## src/rtl/mem_bus_pkg.sv

```systemverilog
// mem_bus_pkg: shared types for the unified memory port arbiter
package mem_bus_pkg;
    typedef enum logic {ARB, WAIT} arb_state_t;
    typedef enum logic {REQ_IF, REQ_LS} requester_t;
endpackage

```

## src/rtl/mem_port_arbiter.sv

```systemverilog
// mem_port_arbiter: shares one memory port between fetch and load/store, LS priority with fetch streak limit
module mem_port_arbiter
    import mem_bus_pkg::*;
#(
    parameter int WIDTH      = 32,
    parameter int MAX_STREAK = 4
) (
    input  logic               clk,
    input  logic               rst,
    input  logic               if_req,
    input  logic [WIDTH-1:0]   if_addr,
    output logic               if_gnt,
    output logic               if_rvalid,
    output logic [WIDTH-1:0]   if_rdata,
    input  logic               ls_req,
    input  logic               ls_we,
    input  logic [WIDTH-1:0]   ls_addr,
    input  logic [WIDTH-1:0]   ls_wdata,
    input  logic [WIDTH/8-1:0] ls_be,
    output logic               ls_gnt,
    output logic               ls_rvalid,
    output logic [WIDTH-1:0]   ls_rdata,
    output logic               mem_req,
    output logic               mem_we,
    output logic [WIDTH-1:0]   mem_addr,
    output logic [WIDTH-1:0]   mem_wdata,
    output logic [WIDTH/8-1:0] mem_be,
    input  logic               mem_gnt,
    input  logic               mem_rvalid,
    input  logic [WIDTH-1:0]   mem_rdata
);
    localparam int SW = $clog2(MAX_STREAK + 1);

    arb_state_t       state, state_nxt;
    requester_t       sel, lock_sel, owner;
    logic             lock;
    logic [SW-1:0]    streak;
    logic             grant;
    logic             if_pend, ls_pend, rst_seen;

    // state register
    always_ff @(posedge clk) begin
        if (rst) state <= ARB;
        else state <= state_nxt;
    end

    // next state: one accepted transaction moves to WAIT, its response returns to ARB
    always_comb begin
        state_nxt = state;
        if (state == ARB && grant) state_nxt = WAIT;
        if (state == WAIT && mem_rvalid) state_nxt = ARB;
    end

    // selection, memory-side muxing, grant and response pulses
    always_comb begin
        sel       = lock ? lock_sel
                  : (ls_req && !(if_req && streak == SW'(MAX_STREAK))) ? REQ_LS : REQ_IF;
        mem_req   = !rst && state == ARB && (if_req || ls_req);
        mem_we    = sel == REQ_LS ? ls_we : 1'b0;
        mem_addr  = sel == REQ_LS ? ls_addr : if_addr;
        mem_wdata = ls_wdata;
        mem_be    = sel == REQ_LS ? ls_be : '1;
        grant     = mem_req && mem_gnt;
        if_gnt    = grant && sel == REQ_IF;
        ls_gnt    = grant && sel == REQ_LS;
        if_rvalid = !rst && state == WAIT && mem_rvalid && owner == REQ_IF;
        ls_rvalid = !rst && state == WAIT && mem_rvalid && owner == REQ_LS;
        if_rdata  = mem_rdata;
        ls_rdata  = mem_rdata;
    end

    // lock holds an offered-but-unaccepted selection; owner and streak update on grant
    always_ff @(posedge clk) begin
        if (rst) begin
            lock     <= 1'b0;
            lock_sel <= REQ_IF;
            owner    <= REQ_IF;
            streak   <= '0;
        end else if (grant) begin
            lock  <= 1'b0;
            owner <= sel;
            if (sel == REQ_IF || !if_req) streak <= '0;
            else if (streak != SW'(MAX_STREAK)) streak <= streak + 1'b1;
        end else if (mem_req) begin
            lock     <= 1'b1;
            lock_sel <= sel;
        end
    end

    // simulation-only protocol checks
    always_ff @(posedge clk) begin
        if (rst) begin
            if_pend  <= 1'b0;
            ls_pend  <= 1'b0;
            rst_seen <= 1'b1;
        end else begin
            if_pend <= if_req && !if_gnt;
            ls_pend <= ls_req && !ls_gnt;
            if (grant) rst_seen <= 1'b0;
            assert (!if_pend || if_req);
            assert (!ls_pend || ls_req);
            assert (!(state == ARB && mem_rvalid) || rst_seen);
            assert (!(if_gnt && ls_gnt));
        end
    end
endmodule
```

## config.mk

```make
export PLATFORM = sky130hd
export DESIGN_NAME = mem_port_arbiter
export DESIGN_NICKNAME = d
export VERILOG_FILES = /design/src/rtl/mem_bus_pkg.sv /design/src/rtl/mem_port_arbiter.sv
export SDC_FILE = /design/constraint.sdc
export NUM_CORES = 1
export LEC_CHECK = 0
export ABC_AREA = 1
export BUFFER_PORTS_ARGS = -buffer_cell sky130_fd_sc_hd__buf_2
export CAP_MARGIN = 40
export CORE_AREA = 2 2 107 109
export DETAILED_ROUTE_END_ITERATION = 8
export DIE_AREA = 0 0 109 111
export PLACE_DENSITY = 0.51
export SLEW_MARGIN = 5
export SYNTH_ARGS = -nofsm -noshare
export SYNTH_HDL_FRONTEND = slang
export SYNTH_SLANG_ARGS = --single-unit
export TNS_END_PERCENT = 20
```

## constraint.sdc

```tcl
create_clock -name clk -period 1.3 [get_ports clk]
set_clock_uncertainty 0.1 [all_clocks]
set_input_delay 0.065 -clock clk [delete_from_list [all_inputs] [get_ports clk]]
set_output_delay 0.065 -clock clk [all_outputs]
set_load 0.05 [all_outputs]
```

==> metrics.md <==
| Metric | Value |
|---|---|
| DP HPWL | `roughly 3600 um` |
| CTS Root Cell | `clkbuf_16` |
| Top cell type's share of synthesized area | `between 40% and 50%` |
| Hold Vio Cnt, Final | `0` |
| Data arrival, critical path | `roughly 1.6 ns` |
| DR vias/cell | `roughly 3.5` |
| EDFF count, synth | `0` |
| Final Cycle Share | `139%` |
| Syn_nets | `approximately 410` |
| Final Setup Violations | `44` |
| Flops & latches, synth | `7` |
| Tot GR Track Use | `under 10%` |
| Max-cap viol count | `0` |
| DRT iter0 DRCs | `26` |
| TritonCTS clock tree | `built` |
| Area growth, synth to finish | `76.1%` |
| Minimum clock period after layout | `1.81 ns` |
| Most common cell in the netlist | `nand2_1` |
| Worst reg2reg endpoint | `streak[1]` |
| Avg Synthesized Cell Area | `approximately 6 um2` |
| Post-Place Cell Area | `2050 um2` |
| First-pass GRT wire length | `a little over 7000 um` |
| WP data required | `between 1 and 1.5 ns` |
| Pin count of the biggest net entering global routing | `33` |
| Synth area leaders | `buf_4 48%, nand2_1 25%, dfxtp_1 8.9%, nor2_1 3.6%, inv_1 2.8%` |
| CP peak stage delay | `0.32 ns` |
| DR WL/cell | `about 11 um` |
| Finished Layout Cells | `approximately 440` |
| Worst hold path startpoint | `mem_rvalid` |
| Leak pwr | `approximately 1.4 nW` |
| Row count | `39` |
| Commonest cells in the netlist | `106 x nand2_1, 102 x buf_4, 15 x nor2_1` |
| DR pass1 iterations | `3` |
| Library cells used by synthesis | `18` |
| Crit-path slowest cell | `dfxtp_2` |
| Inst Count DP | `434` |
| Final hold slack | `roughly 0.0014 ns` |
| Failing checks | `setup timing` |
| RR Startpoint | `streak[0]` |
| RD Place Congestion | `approximately 0.7` |
| Cell depth of the worst flop-to-flop path | `11` |
| ANT cells | `0` |
| Core footprint | `between 10000 and 15000 um2` |
| Vias | `1565` |
| DRC | `0` |
| Initial core utilization | `between 10% and 20%` |
| Clock buffer depth | `2` |
| Setup ws final | `-0.506 ns` |
| CTS clk-pin slew, worst paths | `~0.04 ns` |
| Pwr dens | `around 850 nW/um2` |
| # hold bufs at CTS | `0` |
| Prevailing post-synth register cell | `dfxtp_1` |
| Die width | `~110 um` |
| Ys Warns | `0` |
| Worst Max-Slew Pin Slew | `0.210 ns` |
| Sink Count | `7` |
| Worst Hold Class | `in2reg` |
| Gr ovfl total | `0` |
| CP cell instances | `inv_2 -> ha_4 -> nand3_4 -> nand2_4 -> nand2_8 -> clkinv_8 -> buf_16 -> or2_4 -> buf_8` |
| Setup crit start kind | `flip-flop` |
| Gate Count Post-Synth | `267` |
| Routed wire length | `around 5000 um` |
| Proportion of synthesized chip area in sequential cells | `just under 9%` |
| RSZ-0062 raised after global routing | `yes` |
| Setup crit end | `mem_be[3]` |
| Initial antenna violation count | `0` |
| IO buf count | `about 120` |
| Status | `finished with violations` |
| Rel. slew slack | `between 80 and 90%` |
| Kind of end point of the critical path | `primary output` |
| H-tree levels | `1` |
| Routed Antenna Nets | `0` |
| Final layout net count | `between 400 and 500` |
| Crit path from | `streak[0]` |
| Die Footprint | `around 12000 um2` |
| Async SR Flop Fraction | `0%` |
| Largest area contributor in the netlist | `buf_4` |
| VDD IR max | `about 540 uV` |
| Critical-path maximum fanout | `6` |
| Design Area, Final | `around 2800 um2` |
| CTS Buf Count | `3` |
| R2r setup slk | `-0.18 ns` |
| CP Class | `reg2out` |
| Max Clock Freq | `approximately 0.55 GHz` |
| Setup_tns | `-17.32 ns` |
| Io pins | `277` |
| Die H | `around 110 um` |
| Clock latency on the worst-skew pair | `around 0.23 ns` |
| Synthesized area | `between 1500 and 2000 um2` |
| Vias in the first global route | `1567` |
| Slew Limit Fails | `0` |
| Share of layout cells above drive strength 1 | `between 70% and 80%` |
-- logic make-up after synthesis --
logic type / share of synthesized area (%)
buffers and inverters: 52.3
AND/OR/NAND/NOR: 34.5
adder cells (fa/ha/maj): 1.58
flip-flops: 8.85
XOR/XNOR: 0.553
AO/OA/AOI/OAI: 2.21
-- metal layers --
metal  track usage [%]  wire, um
met2              14.2      2720
met1              6.98      1590
met4              4.19       188
met5                 0         0
met3              1.88       502
-- cell usage in the layout (no fill, tap or decap) --
master     Yosys  layout
buf_2          2      74
nand2_4        0      44
nand2_1      106      36
buf_8          0      33
nand2_2        1      24
nor2_1        15      11
buf_6          0      11
buf_4        102      10
inv_1         12       9
inv_2          2       4
or2_4          0       4
nor2_4         1       4
nand3_1        5       4
clkbuf_16      0       4
dfxtp_1        7       4
nand2_8        0       3
buf_12         0       3
dfxtp_2        0       3
nand3_4        1       2
nor2_2         1       2
a21oi_1        2       2
buf_16         0       2
clkinv_8       0       1
a211oi_1       2       1
a211oi_2       0       1
o211a_1        1       1
xor2_1         1       1
ha_4           0       1
ha_1           2       1
clkbuf_1       0       1
-- layout make-up --
type | count | area (um2)
multi-input cells | 142 | 1120
inverters | 14 | 65.1
repair buffers | 134 | 1200
flip-flops and latches | 7 | 144
well taps | 143 | 179
fillers | 1203 | 8290
clock buffers | 4 | 78.8
-- worst min path at each step --
stage	endpoint	slack, ns	cells past startpoint
global placement	mem_wdata[0]	0.03	0
global route	state	0.02	4
CTS	state	0.007	4
finish	state	0.001	4
floorplan	lock_sel	0.03	1
detailed placement	mem_wdata[0]	0.03	0
-- critical path: cells and delay by family (launching register included) --
kind | cells | cell delay, ns
and+or+nand+nor | 4 | 0.48
buffers and inverters | 4 | 0.45
DFF | 1 | 0.32
adders and majority gates | 1 | 0.16
-- sequential cells by signal, summed over array words and instances (netlist names) --
name      flops
state         1
lock          1
streak        3
owner         1
lock_sel      1
-- power breakdown --
part           switching (W)  total (W)  internal [W]
registers         0.00000673   0.000233      0.000226
logic               0.000919    0.00160      0.000679
clock network       0.000119   0.000528      0.000408
-- metrics by stage --
stage / power, W / utilization [%] / setup WS, ns
3_5_place_dp: 0.00140 / 18.5 / -0.360
5_1_grt: 0.00246 / 25.2 / -0.570
2_1_floorplan: 0.00191 / - / -0.109
3_3_place_gp: 0.00139 / 18.5 / -0.312
4_1_cts: 0.00232 / 23.9 / -0.517
6_report: 0.00236 / 25.2 / -0.506
-- what timing repair did --
item | 4_1_cts | 5_1_grt
setup buffers | 1 | 2
endpoints found under the setup margin | 47 | 47
pin swaps | 3 | 3
gates cloned | 3 | 1
resized for setup | 139 | 26
Note: power is estimated with default switching activity, not from simulation.
